===== src/rtl/inference_controller.sv =====
// Walks the image buffer, streams nonzero pixels as events to the SNN core, then runs the core and holds its result.
// Optional WAIT_DONE watchdog: define INFERENCE_CONTROLLER_TIMEOUT_EN.
module inference_controller #(
    parameter int unsigned IMAGE_SIZE      = 256,
    parameter int unsigned IMAGE_SIZE_BITS = 8,
    parameter int unsigned PIXEL_BITS      = 8,
    parameter int unsigned TIMEOUT_CYCLES  = 65535
) (
    input  logic                       ACLK,
    input  logic                       ARESETN,
    input  logic                       NEW_IMAGE,
    output logic [IMAGE_SIZE_BITS-1:0] PIXEL_ADDR,
    input  logic [PIXEL_BITS-1:0]      PIXEL_DATA,
    output logic                       EVT_VALID,
    input  logic                       EVT_READY,
    output logic [IMAGE_SIZE_BITS-1:0] EVT_ADDR,
    output logic [PIXEL_BITS-1:0]      EVT_VAL,
    output logic                       SNN_START,
    input  logic                       SNN_DONE,
    input  logic [7:0]                 SNN_DIGIT,
    output logic [7:0]                 INFERED_DIGIT,
    output logic                       COPROCESSOR_RDY,
    input  logic                       RESULT_ACK,
    output logic                       BUSY,
    output logic                       OVERRUN,
    output logic [IMAGE_SIZE_BITS:0]   EVT_COUNT
);

    typedef enum logic [1:0] {IDLE, SCAN, WAIT_DONE, DONE} state_t;

    localparam logic [IMAGE_SIZE_BITS-1:0] LAST_ADDR = IMAGE_SIZE_BITS'(IMAGE_SIZE - 1);

    state_t state;
    logic   pixel_hit;
    logic   pixel_done;
    logic   timeout_hit;

    // The buffer read is combinational, so the event is presented in the same cycle the pixel is addressed.
    assign pixel_hit  = (state == SCAN) && (PIXEL_DATA != '0);
    assign pixel_done = (state == SCAN) && (!pixel_hit || EVT_READY);
    assign EVT_VALID  = pixel_hit;
    assign EVT_ADDR   = pixel_hit ? PIXEL_ADDR : '0;
    assign EVT_VAL    = pixel_hit ? PIXEL_DATA : '0;
    assign BUSY       = (state == SCAN) || (state == WAIT_DONE);

`ifdef INFERENCE_CONTROLLER_TIMEOUT_EN
    localparam int unsigned TW = (TIMEOUT_CYCLES > 1) ? $clog2(TIMEOUT_CYCLES) : 1;

    logic [TW-1:0] wait_cnt;

    assign timeout_hit = (state == WAIT_DONE) && (wait_cnt == TW'(TIMEOUT_CYCLES - 1));

    always_ff @(posedge ACLK or negedge ARESETN) begin
        if (!ARESETN) begin
            wait_cnt <= '0;
        end else if (state != WAIT_DONE) begin
            wait_cnt <= '0;
        end else begin
            wait_cnt <= wait_cnt + 1'b1;
        end
    end
`else
    assign timeout_hit = 1'b0;
`endif

    always_ff @(posedge ACLK or negedge ARESETN) begin
        if (!ARESETN) begin
            state           <= IDLE;
            PIXEL_ADDR      <= '0;
            EVT_COUNT       <= '0;
            SNN_START       <= 1'b0;
            INFERED_DIGIT   <= '0;
            COPROCESSOR_RDY <= 1'b0;
            OVERRUN         <= 1'b0;
        end else begin
            SNN_START <= 1'b0;
            case (state)
                IDLE: begin
                    if (NEW_IMAGE) begin
                        state           <= SCAN;
                        PIXEL_ADDR      <= '0;
                        EVT_COUNT       <= '0;
                        COPROCESSOR_RDY <= 1'b0;
                        OVERRUN         <= 1'b0;
                    end
                end
                SCAN: begin
                    if (NEW_IMAGE) begin
                        OVERRUN <= 1'b1;
                    end
                    if (pixel_hit && EVT_READY) begin
                        EVT_COUNT <= EVT_COUNT + 1'b1;
                    end
                    // Address parks on the last pixel rather than wrapping.
                    if (pixel_done) begin
                        if (PIXEL_ADDR == LAST_ADDR) begin
                            state     <= WAIT_DONE;
                            SNN_START <= 1'b1;
                        end else begin
                            PIXEL_ADDR <= PIXEL_ADDR + 1'b1;
                        end
                    end
                end
                WAIT_DONE: begin
                    if (NEW_IMAGE) begin
                        OVERRUN <= 1'b1;
                    end
                    if (SNN_DONE) begin
                        INFERED_DIGIT   <= SNN_DIGIT;
                        COPROCESSOR_RDY <= 1'b1;
                        state           <= DONE;
                    end else if (timeout_hit) begin
                        INFERED_DIGIT   <= 8'hFF;
                        COPROCESSOR_RDY <= 1'b1;
                        state           <= DONE;
                    end
                end
                DONE: begin
                    // A new image takes priority over acknowledging the old result.
                    if (NEW_IMAGE) begin
                        state           <= SCAN;
                        PIXEL_ADDR      <= '0;
                        EVT_COUNT       <= '0;
                        COPROCESSOR_RDY <= 1'b0;
                        OVERRUN         <= 1'b0;
                    end else if (RESULT_ACK) begin
                        COPROCESSOR_RDY <= 1'b0;
                        state           <= IDLE;
                    end
                end
                default: state <= IDLE;
            endcase
        end
    end

endmodule


===== config.mk =====
export PLATFORM = sky130hd
export DESIGN_NAME = inference_controller
export DESIGN_NICKNAME = d
export VERILOG_FILES = /design/src/rtl/inference_controller.sv
export SDC_FILE = /design/constraint.sdc
export NUM_CORES = 1
export LEC_CHECK = 0
export ABC_AREA = 1
export ABC_CLOCK_PERIOD_IN_PS = 1750
export BUFFER_PORTS_ARGS = -buffer_cell sky130_fd_sc_hd__buf_2
export CAP_MARGIN = 25
export CORE_ASPECT_RATIO = 0.6
export CORE_MARGIN = 5
export CORE_UTILIZATION = 50
export DETAILED_ROUTE_END_ITERATION = 8
export GPL_TIMING_DRIVEN = 0
export PLACE_DENSITY = 0.91
export SYNTH_ARGS = -nofsm -noshare
export SYNTH_HDL_FRONTEND = slang
export SYNTH_SLANG_ARGS = --single-unit

===== constraint.sdc =====
create_clock -name ACLK -period 1.75 [get_ports ACLK]
set_input_delay 0.175 -clock ACLK [delete_from_list [all_inputs] [get_ports ACLK]]
set_output_delay 0.175 -clock ACLK [all_outputs]
set_load 0.005 [all_outputs]

# After elaboration in Yosys (flattened, before gate mapping)
# Index checks and enable logic that the tools add are counted.
[totals] reg_bits=30 inputBits=22 elab_cells=66 output_inout_bits=46
[classes] n_eq_ne=13 mux=26 reduce_logical=18 add_sub_neg=2
[op_table] cell="$mux 8" n=5
[op_table] cell="$mux 9" n=2
[op_table] cell="$pmux 9 s2" n=1
[op_table] cell="$pmux 8 s2" n=1
[op_table] cell="$mux 2" n=6
[op_table] cell="$add 9x1->9 const B" n=1
[op_table] cell="$add 8x1->8 const B" n=1
[op_table] cell="$eq 8x8->1 const B" n=1
[op_table] cell="$mux 1" n=8
[op_table] cell="$ne 2x1->1 const B" n=4
[op_table] cell="$ne 2x2->1 const B" n=4
[op_table] cell="$pmux 2 s4" n=1
[op_table] cell="$reduce_and 4->1" n=2
[op_table] cell="$reduce_bool 8->1" n=1
[op_table] cell="$reduce_and 5->1" n=1
[op_table] cell="$eq 2x2->1 const B" n=2
[op_table] cell="$reduce_and 2->1" n=2
[op_table] cell="$reduce_or 2->1" n=2
[op_table] cell="$logic_and 1x1->1" n=3
[op_table] cell="$ne 3x3->1 const B" n=1
[op_table] cell="$pmux 1 s3" n=1
[op_table] cell="$reduce_and 3->1" n=1
[op_table] cell="$reduce_bool 3->1" n=1
[op_table] cell="$eq 2x1->1 const B" n=1
[op_table] cell="5 further kinds" n=6

# Logic depth before layout (Yosys ltp)
[logic_depth] ltp_word=7 ltp_mapped=9

# Least setup slack after synthesis
# OpenSTA, ideal clock, no wires.
[synth_path] path_type="flip-flop to flip-flop" start="register state[0]" end="register EVT_COUNT[2]" slack_ps=179 n_path_buf=2 t_arrival_ps=1504 synth_period_minus_slack_ps=1571 path_stages_with_launch=7 setup_ps=66 path_cell_list="dfrtp_1 > inv_1 > ha_1 > buf_2 > clkbuf_1 > nand4_1 > nand2_1"
[synth_via] elab_chain_len=5 elab_cells_between_ends=11 classes_between="4 x eq/ne; 1 x mux; 6 x reduce/logical"
[synth_lines] element="start, declared" line="33" rtl="state_t state;"
[synth_lines] element="start signal, assigned" line="68" rtl="state <= IDLE;"
[synth_lines] element="start signal, assigned" line="80" rtl="state <= SCAN;"
[synth_lines] element="start signal, assigned" line="97" rtl="state <= WAIT_DONE;"
[synth_lines] element="$eq 2x1->1" line="39, 77"
[synth_lines] element="$logic_and 1x1->1" line="39" rtl="assign pixel_hit = (state == SCAN) && (PIXEL_DATA != '0);"
[synth_lines] element="$logic_and 1x1->1" line="91" rtl="if (pixel_hit && EVT_READY) begin"
[synth_lines] element="$ne 2x1->1 (no source line)"
[synth_lines] element="$reduce_and 3->1 (no source line)"
[synth_lines] element="end signal, assigned" line="92" rtl="EVT_COUNT <= EVT_COUNT + 1'b1;"
[synth_lines] element="end, declared" line="26" rtl="output logic [IMAGE_SIZE_BITS:0] EVT_COUNT"
# Several ways; a longest one is shown, not always the timed one.
# A chain may end at the register's enable or synchronous reset.

# Final worst setup path
[layout_path] start="register state[0]" end="output port EVT_ADDR[4]"
[layout_via] elab_chain_len=3
[layout_lines] element="$eq 2x1->1" line="39"
[layout_lines] element="$logic_and 1x1->1" line="39"
[layout_lines] element="$mux 8" line="42" rtl="assign EVT_ADDR = pixel_hit ? PIXEL_ADDR : '0;"
[layout_lines] element="end, declared" line="16" rtl="output logic [IMAGE_SIZE_BITS-1:0] EVT_ADDR,"
# No other way between the ends.

==> flow_summary.ini <==
[timing]
tightestPinTransition_ns = 0.680
period_share = 0.949
setup_viol = 0
timing.fmax_mhz = 602
holdWs_ns = 0.124
finalHoldViolations = 0
setup_ws_ns = 0.0893
slew_violations = 0
slew_headroom = 0.547
finClkSkew_ns = 0.00453
fin_tns_setup_ns = 0
fin_crit_ns = 1.66

[logic_synthesis]
yosysWarnings = 0
yosysSeqAreaShare = 0.389
ys_types = 25
syn_inst = 251
synthArstFlopShare = 1.00
synth_top_flop_cell = dfrtp_1
synthMuxAreaShare = 0.0525
synth.avg_cell_area_um2 = 7.70
synth-compound-area-share = 0.0583
synth_top_family_by_area = simple AND/OR/NAND/NOR gates
synth_edf_count = 0
synth.cell_area_um2 = 1930
ys_ff_latch = 30
synthXorXnorAreaFrac = 0.0136
syn_nets = 281
yosys.area_share.simple = 0.323
synth_fa_ha_area_frac = 0.0518

[floorplan]
dieArea_um2 = 5250
num_rows = 17
initial_utilization = 0.522
die_h_um = 58.2
die_w_um = 90.2
ios = 68
core_region_area_um2 = 3700

[clock_network]
cts_root_buf = clkbuf_8
cts_made_buffers = 5
cts_sinks = 30
clock_latency_ns = 0.28
cts_max_level = 2
clk_pin_slew_ns = 0.07
clockBufferDepth = 2
cts_tree = built

[setup_path]
critical-path-max-stage-delay_ns = 0.45
cp_max_fo = 10
cp_num_buf_inv = 3
end_kind = primary output
crit_chain = buf_4, ha_4, nand2_1, buf_4, nor2_1, buf_2
crit_slowest_cell = dfrtp_2
crit_top_cell = buf_4
start_kind = flop
required_ns = 1.57
critPathTopFamily = buffers and inverters
path_class = flop to primary output
critPathArrivalTime_ns = 1.49

[placed_design]
place_hpwl_um = 3590
pre_cts_slack_ns = -0.136
port_buffers = 67
dp_cells = 365
gp_congestion = 0.833

[finish]
layout-drive-gt1-share = 0.363
syn_to_final_growth_pct = 30.2
antenna_cells = 0
regArea_um2 = 753
multi_input_area_um2 = 988
layout.nets = 362
final_cells = 380
fillers = 298

[global_route]
track_usage = 0.183
antenna_found_initial = 0
first_global_vias = 1773
grt_max_degree = 31
grt_pass1_wl_um = 7800
overflow = 0

[status]
status = finished, final reports clean

[drt]
wl_um = 4830
drc = 0
antenna_left = 0
post_drt_wl_per_cell_um = 12.7
firstDrtPassIters = 4
routed_via_density = 5.06
drtIter0Drc = 237
num_vias = 1922

[pwr]
p_leak_nw = 1.48
p_per_area_nw_per_um2 = 1500
peakVddDrop_mv = 0.799

[run]
max_cap_violations = 0

[worst_hold_path]
hp-class = input port to flop
-- layout by cell type, fill, tap and decap left out, drive strengths merged --
cell | netlist | layout
ha | 8 | 8
nor2 | 24 | 24
xor2 | 1 | 1
nand3b | 3 | 3
clkinvlp | 0 | 1
o21ai | 13 | 13
dfrtp | 30 | 30
or2 | 1 | 1
clkbuf | 3 | 9
inv | 47 | 47
clkinv | 0 | 1
nand2 | 75 | 75
nand4 | 14 | 14
mux2 | 9 | 9
a21oi | 2 | 2
buf | 3 | 76
xnor2 | 2 | 2
nand3 | 16 | 16
dlygate4sd3 | 0 | 1
-- what timing repair did --
item                       4_1_cts  5_1_grt
resized for setup                7        7
cloned                           0        0
setup buffers                    0        6
pin swaps                        0        0
hold endpoints to repair        30        0
hold buffers                     1        0
setup endpoints to repair       35       34
-- cells in the mapped netlist (4+ instances only) --
| cell type | instances | area [um2] |
|---|---|---|
| nor2_1 | 23 | 86.3 |
| nand2_2 | 4 | 25.0 |
| nand2_1 | 71 | 267 |
| mux2_2 | 9 | 101 |
| nand4_1 | 13 | 81.3 |
| o21ai_0 | 4 | 20.0 |
| dfrtp_1 | 30 | 751 |
| ha_1 | 8 | 100 |
| o21ai_2 | 9 | 78.8 |
| inv_1 | 46 | 173 |
| nand3_1 | 13 | 65.1 |
-- stage by stage --
stage / cell area, um2 / utilization / power (W)
floorplan: 1930 / - / 0.00233
global placement: 2330 / 0.628 / 0.00288
detailed placement: 2330 / 0.628 / 0.00296
CTS: 2450 / 0.662 / 0.00360
global route: 2520 / 0.680 / 0.00404
finish: 2520 / 0.680 / 0.00377
-- logic make-up after synthesis --
logic type | count (synthesis)
xor+xnor | 3
compound gates | 15
simple gates | 133
mux | 9
buf+inv | 53
flops | 30
fa+ha+maj | 8
-- per-layer routing --
layer	track usage	wire, um
met1	0.232	2070
met2	0.295	2200
met3	0.0571	470
met4	0.0701	87
met5	0	0
-- layout make-up --
cell class	instances	area share
multi-input combinational	168	0.393
sequential	30	0.299
timing repair buffer	74	0.155
inverter	47	0.0711
clock buffer	6	0.0328
tap	47	0.0234
buffer	6	0.0204
clock inverter	2	0.00497
-- worst paths after layout --
check	start	to	slack, ns	depth (start not counted)
setup / recovery	state[0]$_DFFE_PN0P_	EVT_ADDR[4]	0.09	6
hold / removal	SNN_DIGIT[7]	INFERED_DIGIT[7]$_DFFE_PN0P_	0.12	2
setup reg to reg	state[0]$_DFFE_PN0P_	PIXEL_ADDR[1]$_DFFE_PN0P_	0.09	8
hold reg to reg	INFERED_DIGIT[5]$_DFFE_PN0P_	INFERED_DIGIT[5]$_DFFE_PN0P_	0.50	1
max in group asynchronous	ARESETN	state[1]$_DFFE_PN0P_	0.79	2
min in group asynchronous	ARESETN	EVT_COUNT[7]$_DFFE_PN0P_	0.48	2
-- sequential cells by signal, indices dropped and copies added, names as in the netlist --
signal / flops
EVT_COUNT: 9
OVERRUN: 1
PIXEL_ADDR: 8
COPROCESSOR_RDY: 1
state: 2
SNN_START: 1
INFERED_DIGIT: 8
-- power by group --
part / switching (W) / internal (W)
Combinational: 0.00116 / 0.000915
Clock: 0.000271 / 0.000316
Sequential: 0.000198 / 0.000909
Total: 0.00163 / 0.00214
Note: power is estimated with default switching activity, not from simulation.
